$ cat config.mk
export PLATFORM = sky130hd
export DESIGN_NAME = spi_mstr_arb
export DESIGN_NICKNAME = d
export VERILOG_FILES = /design/src/rtl/spi_mstr_arb.sv
export SDC_FILE = /design/constraint.sdc
export NUM_CORES = 1
export LEC_CHECK = 0
export CORE_MARGIN = 2
export CORE_UTILIZATION = 30
export DETAILED_ROUTE_END_ITERATION = 8
export PLACE_DENSITY = 0.66
export SLEW_MARGIN = 15
export SYNTH_ARGS = -nofsm -noshare
export SYNTH_HDL_FRONTEND = slang
export SYNTH_SLANG_ARGS = --single-unit
export TNS_END_PERCENT = 100
$ cat constraint.sdc
create_clock -name clk -period 4.9 [get_ports clk]
set_input_delay 0.98 -clock clk [delete_from_list [all_inputs] [get_ports clk]]
set_output_delay 0.98 -clock clk [all_outputs]
set_load 0.005 [all_outputs]
$ cat src/rtl/spi_mstr_arb.sv
// Round-robin arbiter / transaction sequencer sharing one SPI master among
// up to four requesters.
//   clk, rst           : system clock, synchronous active-high reset
//   req/req_data/...   : per-requester level request, 16-bit word, frame
//                        width (1 = 8-bit) and edge select
//   ack / err          : one-cycle completion / timeout pulse to served requester
//   busy, cur_id       : arbiter not idle, index of requester being served
//   mstr_*             : start strobe and frame setup to SPI master; done back
module spi_mstr_arb #(
    parameter int unsigned NREQ       = 4,
    parameter int unsigned GAP_CYCLES = 8,
    parameter int unsigned TIMEOUT    = 4095
) (
    input  logic                 clk,
    input  logic                 rst,
    input  logic [NREQ-1:0]      req,
    input  logic [16*NREQ-1:0]   req_data,
    input  logic [NREQ-1:0]      req_width8,
    input  logic [NREQ-1:0]      req_pos_edge,
    output logic [NREQ-1:0]      ack,
    output logic [NREQ-1:0]      err,
    output logic                 busy,
    output logic [1:0]           cur_id,
    output logic                 mstr_wrt,
    output logic [15:0]          mstr_data_out,
    output logic                 mstr_width8,
    output logic                 mstr_pos_edge,
    input  logic                 mstr_done
);

    localparam int unsigned WD_W  = 12;
    localparam int unsigned GAP_W = (GAP_CYCLES > 1) ? $clog2(GAP_CYCLES) : 1;

    typedef enum logic [1:0] {
        S_IDLE,
        S_ISSUE,
        S_BUSY,
        S_GAP
    } state_t;

    state_t            state, state_d;
    logic [1:0]        last, last_d;
    logic [1:0]        cur_id_d;
    logic [15:0]       data_d;
    logic              w8_d, pos_d, wrt_d, busy_d;
    logic [NREQ-1:0]   ack_d, err_d;
    logic [WD_W-1:0]   wdog, wdog_d, wdog_inc;
    logic [GAP_W-1:0]  gap_cnt, gap_d;
    logic              done_q, done_rise, gap_last;

    // winner of the rotating search and its request payload
    logic              win_found;
    logic [1:0]        win_id, idx;
    logic [15:0]       win_data;
    logic              win_w8, win_pos;
    logic [NREQ-1:0]   cur_oh;

    // done is edge-detected in every state so a level held across IDLE cannot fire late
    assign done_rise = mstr_done & ~done_q;
    assign wdog_inc  = wdog + WD_W'(1);
    assign gap_last  = (32'(gap_cnt) + 32'd1) >= GAP_CYCLES;

    // first set request searching upward from last+1 with wrap
    always_comb begin
        win_found = 1'b0;
        win_id    = last;
        win_data  = '0;
        win_w8    = 1'b0;
        win_pos   = 1'b0;
        idx       = '0;
        for (int unsigned off = 1; off <= NREQ; off++) begin
            idx = 2'((32'(last) + off) % NREQ);
            for (int unsigned k = 0; k < NREQ; k++) begin
                if (!win_found && (idx == 2'(k)) && req[k]) begin
                    win_found = 1'b1;
                    win_id    = 2'(k);
                    win_data  = req_data[16*k +: 16];
                    win_w8    = req_width8[k];
                    win_pos   = req_pos_edge[k];
                end
            end
        end
    end

    // one-hot of the requester being served, for ack/err
    always_comb begin
        cur_oh = '0;
        for (int unsigned k = 0; k < NREQ; k++) begin
            cur_oh[k] = (cur_id == 2'(k));
        end
    end

    // next-state and next-output logic
    always_comb begin
        state_d  = state;
        last_d   = last;
        cur_id_d = cur_id;
        data_d   = mstr_data_out;
        w8_d     = mstr_width8;
        pos_d    = mstr_pos_edge;
        wrt_d    = 1'b0;
        ack_d    = '0;
        err_d    = '0;
        wdog_d   = wdog;
        gap_d    = gap_cnt;

        case (state)
            S_IDLE: begin
                if (win_found) begin
                    state_d  = S_ISSUE;
                    cur_id_d = win_id;
                    data_d   = win_data;
                    w8_d     = win_w8;
                    pos_d    = win_pos;
                    wrt_d    = 1'b1;
                end
            end
            S_ISSUE: begin
                wdog_d  = '0;
                state_d = S_BUSY;
            end
            S_BUSY: begin
                wdog_d = wdog_inc;
                // done has priority over a watchdog expiring in the same cycle
                if (done_rise) begin
                    ack_d   = cur_oh;
                    last_d  = cur_id;
                    gap_d   = '0;
                    state_d = (GAP_CYCLES == 0) ? S_IDLE : S_GAP;
                end else if (wdog_inc == WD_W'(TIMEOUT)) begin
                    err_d   = cur_oh;
                    last_d  = cur_id;
                    gap_d   = '0;
                    state_d = (GAP_CYCLES == 0) ? S_IDLE : S_GAP;
                end
            end
            S_GAP: begin
                if (gap_last) begin
                    state_d = S_IDLE;
                end else begin
                    gap_d = gap_cnt + GAP_W'(1);
                end
            end
            default: state_d = S_IDLE;
        endcase

        busy_d = (state_d != S_IDLE);
    end

    // state and registered outputs
    always_ff @(posedge clk) begin
        if (rst) begin
            state         <= S_IDLE;
            last          <= 2'(NREQ - 1);
            cur_id        <= '0;
            mstr_data_out <= '0;
            mstr_width8   <= 1'b0;
            mstr_pos_edge <= 1'b0;
            mstr_wrt      <= 1'b0;
            ack           <= '0;
            err           <= '0;
            busy          <= 1'b0;
            wdog          <= '0;
            gap_cnt       <= '0;
            done_q        <= 1'b0;
        end else begin
            state         <= state_d;
            last          <= last_d;
            cur_id        <= cur_id_d;
            mstr_data_out <= data_d;
            mstr_width8   <= w8_d;
            mstr_pos_edge <= pos_d;
            mstr_wrt      <= wrt_d;
            ack           <= ack_d;
            err           <= err_d;
            busy          <= busy_d;
            wdog          <= wdog_d;
            gap_cnt       <= gap_d;
            done_q        <= mstr_done;
        end
    end

endmodule
After elaboration in Yosys (flattened, before gate mapping)
Cells that the tools add are included.
{ "classes": {"addsub": 7, "order_cmp": 1, "n_eq_ne": 21, "mux": 93, "n_bitwise": 6, "n_reduce_logical": 62} }
{ "op_table": {"columns": ["op", "count"], "rows": [
  ["16-bit 2-to-1 mux", 16],
  ["1-bit 2-to-1 mux", 49],
  ["2-bit 2-to-1 mux", 22],
  ["1-bit logical AND", 31],
  ["2-bit equality test (second input constant)", 12],
  ["12-bit case mux with 2 select lines", 1],
  ["1-bit logical NOT", 15],
  ["12-bit by 1-bit adder with 12-bit output (second input constant)", 1],
  ["12-bit equality test (second input constant)", 1],
  ["2-bit by 1-bit equality test with 1-bit output (second input constant)", 6],
  ["2-bit logical NOT", 6],
  ["3-bit 2-to-1 mux", 3],
  ["2-bit case mux with 4 select lines", 1],
  ["2-bit nonzero test", 4],
  ["3-bit case mux with 2 select lines", 1],
  ["1-bit inverter", 5],
  ["2-bit by 1-bit adder with 2-bit output (second input constant)", 2],
  ["2-bit adder (second input constant)", 2],
  ["3-bit by 1-bit adder with 4-bit output (second input constant)", 1],
  ["4-bit >= comparator (second input constant)", 1],
  ["2-bit AND reduction", 2],
  ["4-bit OR reduction", 1],
  ["3-bit by 1-bit adder with 3-bit output (second input constant)", 1],
  ["3-bit != test (second input constant)", 1],
  ["other kinds (5)", 5]
]} }
{ "totals": {"regBits": 50, "out_inout_bits": 30} }

Logic depth before layout (Yosys ltp)
{ "depth": {"word_depth": 67, "mapped_depth": 9} }

Worst setup path after synthesis
No wires, ideal clock.
{ "synth_path": {"kind": "in2reg", "start": "input req[1]", "end": "register mstr_data_out[12]", "setup_ps": 69, "arrival_ps": 2455, "setup_slack_ps": 2375, "path_stages": 9, "path_buffers": 2, "cell_sequence": "buf_2 -> inv_2 -> nor2_1 -> clkbuf_1 -> a221oi_1 -> a21oi_1 -> a221oi_1 -> a2111o_1 -> o21ai_1"} }
{ "synth_via": {"elab_chain_cells": 59, "word_cells_on_any_way": 74} }
{ "synth_lines": {"columns": ["element", "line_no", "text"], "rows": [
  ["start: declaration", "16", "input logic [NREQ-1:0] req,"],
  ["1-bit logical AND", "74", "if (!win_found && (idx == 2'(k)) && req[k]) begin"],
  ["1-bit 2-to-1 mux", "74", null],
  ["1-bit logical NOT", "74", null],
  ["1-bit logical AND (2 in a row)", "74", null],
  ["1-bit 2-to-1 mux", "74", null],
  ["1-bit logical NOT", "74", null],
  ["1-bit logical AND (2 in a row)", "74", null],
  ["1-bit 2-to-1 mux", "74", null],
  ["[39 not listed]", null, null],
  ["1-bit 2-to-1 mux", "74", null],
  ["1-bit logical NOT", "74", null],
  ["1-bit logical AND (2 in a row)", "74", null],
  ["1-bit 2-to-1 mux", "74", null],
  ["1-bit logical NOT", "74", null],
  ["1-bit logical AND (2 in a row)", "74", null],
  ["1-bit 2-to-1 mux", "74", null],
  ["2-bit AND reduction (no line)", null, null],
  ["end signal: assignment", "170", "mstr_data_out <= data_d;"],
  ["end: declaration", "25", "output logic [15:0] mstr_data_out,"]
]} }
Parallel ways exist; a longest one is shown, timed or not.
A chain may end at the register's enable or synchronous reset.

Worst setup path in the final report
{ "layout_path": {"start": "input req[1]", "end": "register mstr_data_out[15]"} }
The elaborated chain is that of the path after synthesis.

==> flow_summary_export.csv <==
group,metric,value,unit
synth,synth_edf_count,0,
routing,ant_nets,0,
place,place_inst,822,
power,vdd_ir_drop_max,0.189,mV
clocking,cts_buffers,5,
floorplan,core_area,13700,sq um
global_route,grt_max_degree,42,
place,routabilityCongestion,0.948,
status,status,"finished with violations",
global_route,antenna_found_initial,0,
critical_path,max_stage_delay,0.88,ns
critical_path,cp_num_buf_inv,2,
timing,setup_violations,0,
cells_and_area,layout_common_cells,"clkdlybuf4s50_1 (108), nor2_1 (67), nand2_1 (53)",
status,violations,"design-rule violations",
routing,vias,5306,
cells_and_area,multiInputGateArea,2930,sq um
clocking,cts_root_buf,"clkbuf_16",
critical_path,crit_top_cell,"nor2_1",
synth,ys_seq_elements,50,
global_route,overflow,0,
floorplan,dieArea,14900,sq um
routing,first_iter_violations,649,
global_route,grt_first_pass_wirelength,26.6,mm
cells_and_area,fillers,1436,
critical_path,endpoint_kind,"register",
timing,rsz0062_at_grt,"false",
floorplan,die_w,122,um
synth,ys_seq_area_frac,0.240,
cells_and_area,final_common_cell,"clkdlybuf4s50_1",
routing,totalWireLength,17.6,mm
critical_path,cp_slowest_cell,"nor2_1",
timing,finalHoldViolCount,0,
synth,syn_inst,570,
floorplan,std_cell_rows,43,
clocking,cts_sinks,50,
timing,post-route-period-util,0.768,
critical_path,crit_path_cell_trace,"clkdlybuf4s50_1 -> inv_2 -> nor2_1 -> nand2_1 -> nor2_1 -> a221oi_1 -> a2111o_1 -> o21ai_0",
global_route,track_usage,0.225,
job,cap_violations,0,
synth,synth_area_per_cell,7.33,sq um
timing,whs,0.526,ns
synth,async_flop_share,0,
routing,viasPerCell,6.39,
place,port_buffers,108,
power,power.leakage,1.88,nW
floorplan,dieHeight,122,um
floorplan,start_util,0.304,
timing,fin_skew,0.0113,ns
timing,fin_crit,3.76,ns
routing,first_pass_iters,9,
cells_and_area,area_growth_syn_to_layout,32.5,%
clocking,ctsHoldBuffers,0,
min_path,hold_class,"reg -> reg",
routing,routedWlPerCell,21.2,um
critical_path,critPathMaxFanout,13,
synth,yosys_warnings,0,
timing,worst_slew_pin_slew,1.16,ns
synth,synth_area_leaders,"dfxtp_1 (24%), a221oi_1 (8.6%), nor2_1 (6.0%)",
power,power_density,216,nW/um^2
cells_and_area,area.sequential,1000,sq um
clocking,clkLatencyLatePin,0.31,ns
synth,ys_types,61,
global_route,grt_pass1_vias,5231,
critical_path,crit_family,"simple AND/OR/NAND/NOR gates",
cells_and_area,drive_gt1_frac,0.0585,
critical_path,critPathLaunchType,"primary input",
critical_path,cp.arrival,3.99,ns
synth,synth_nets,657,
clocking,cts_tree,"done",
critical_path,crit_required,5.13,ns
critical_path,crit_type,"in -> reg",
floorplan,ioPinCount,109,
clocking,cts_setup_buffers,0,
timing,slew_headroom,0.224,
clocking,ctsResizeCount,0,
clocking,clkTransAtPathRegs,0.07,ns
synth,ys.flop_type,"dfxtp_1",
place,hpwlAfterDp,12.0,mm
routing,drc,1,
synth,netlist_area,4180,sq um
synth,synthDominantAreaCellType,"dfxtp_1",
timing,fmax,266,MHz
synth,yosysTopAreaCellShare,0.240,
timing,fin_tns_setup,0,ns
clocking,cts_max_level,2,
cells_and_area,instances_no_fill,830,
cells_and_area,layout.nets,736,
timing,final_max_slew_viol_count,0,
cells_and_area,num_antenna_cells,0,
clocking,clk_path_buf_depth,2,
[cells by family (layout without fill, tap and decap cells)]
logic type / count (synthesis) / count (layout) / share of synthesized area
AO/OA/AOI/OAI: 231 / 231 / 0.411
XOR/XNOR: 3 / 3 / 0.00629
adder cells (fa/ha/maj): 8 / 8 / 0.0240
buffers and inverters: 60 / 140 / 0.0587
flip-flops: 50 / 50 / 0.240
multiplexers: 6 / 6 / 0.0147
AND/OR/NAND/NOR: 212 / 212 / 0.245
[flip-flops by register name, summed over array words and instances (netlist names)]
name and flops:
gap_cnt 3, mstr_wrt 1, mstr_pos_edge 1, wdog 12
mstr_width8 1, err 4, last 2, mstr_data_out 16
busy 1, done_q 1, state 2, ack 4
cur_id 2
[worst paths after layout]
path	slack, ns	cells after the start	to	startpoint
worst max register to register	1.82	7	mstr_data_out[15]	last[0]
worst max-delay path	1.14	8	mstr_data_out[15]	req[1]
worst min register to register	0.53	2	state[1]	state[1]
worst min-delay path	0.53	2	state[1]	state[1]
[area by class of cell]
| class | instances | share of cell area |
|---|---|---|
| multi-input combinational | 460 | 0.531 |
| timing repair buffer | 123 | 0.216 |
| sequential | 50 | 0.181 |
| tap | 180 | 0.0407 |
| clock buffer | 6 | 0.0233 |
| inverter | 9 | 0.00611 |
| clock inverter | 2 | 0.00249 |
[worst min-delay path, cell delays in order, from the launching register on]
cell	delay [ns]
dfxtp_1	0.35
nand2_1	0.07
a21oi_1	0.06
[metrics by stage]
stage / util / worst slack [ns] / total power [W] / area, sq um
after global routing: 0.403 / 1.06 / 0.00125 / 5530
after CTS: 0.403 / 1.28 / 0.00120 / 5530
final: 0.403 / 1.14 / 0.00120 / 5530
after detailed placement: 0.393 / 0.985 / 0.000845 / 5390
after floorplan: - / 2.38 / 0.000641 / 4180
after global placement: 0.393 / 1.05 / 0.000839 / 5390
[where the power goes]
group	total [W]	switching [W]	internal (W)	leakage [nW]
clock network	0.000351	0.000161	0.000190	0.0708
registers	0.000463	0.0000254	0.000438	0.409
logic	0.000383	0.000193	0.000190	1.40
total	0.00120	0.000380	0.000817	1.88
[cells in the mapped netlist (3+ instances only)]
| library cell | number |
|---|---|
| nand2_1 | 53 |
| dfxtp_1 | 50 |
| mux2i_1 | 5 |
| ha_1 | 8 |
| nor2b_1 | 11 |
| nand2b_1 | 8 |
| a221oi_1 | 41 |
| o21ai_1 | 9 |
| or3_1 | 4 |
| nand4_1 | 5 |
| o21ai_0 | 35 |
| buf_2 | 13 |
| a211oi_1 | 3 |
| inv_1 | 8 |
| a21oi_1 | 33 |
| clkbuf_1 | 35 |
| or2_2 | 3 |
| nor3_2 | 4 |
| nor3_1 | 23 |
| and3_1 | 4 |
| a221o_1 | 16 |
| nor2_1 | 67 |
| nor3b_1 | 3 |
| o22ai_1 | 20 |
| nand3_1 | 10 |
| a22oi_1 | 27 |
| xnor2_1 | 3 |
| a21boi_0 | 3 |
| a32oi_1 | 4 |
| and2_1 | 7 |
| o32ai_1 | 5 |
| a2111o_1 | 12 |
[routing by layer]
layer  share of wire  global-route usage
met5               0                   0
met4           0.036               0.123
met3           0.099              0.0487
met2            0.49               0.383
met1            0.38               0.262
(Power assumes the default switching activity.)
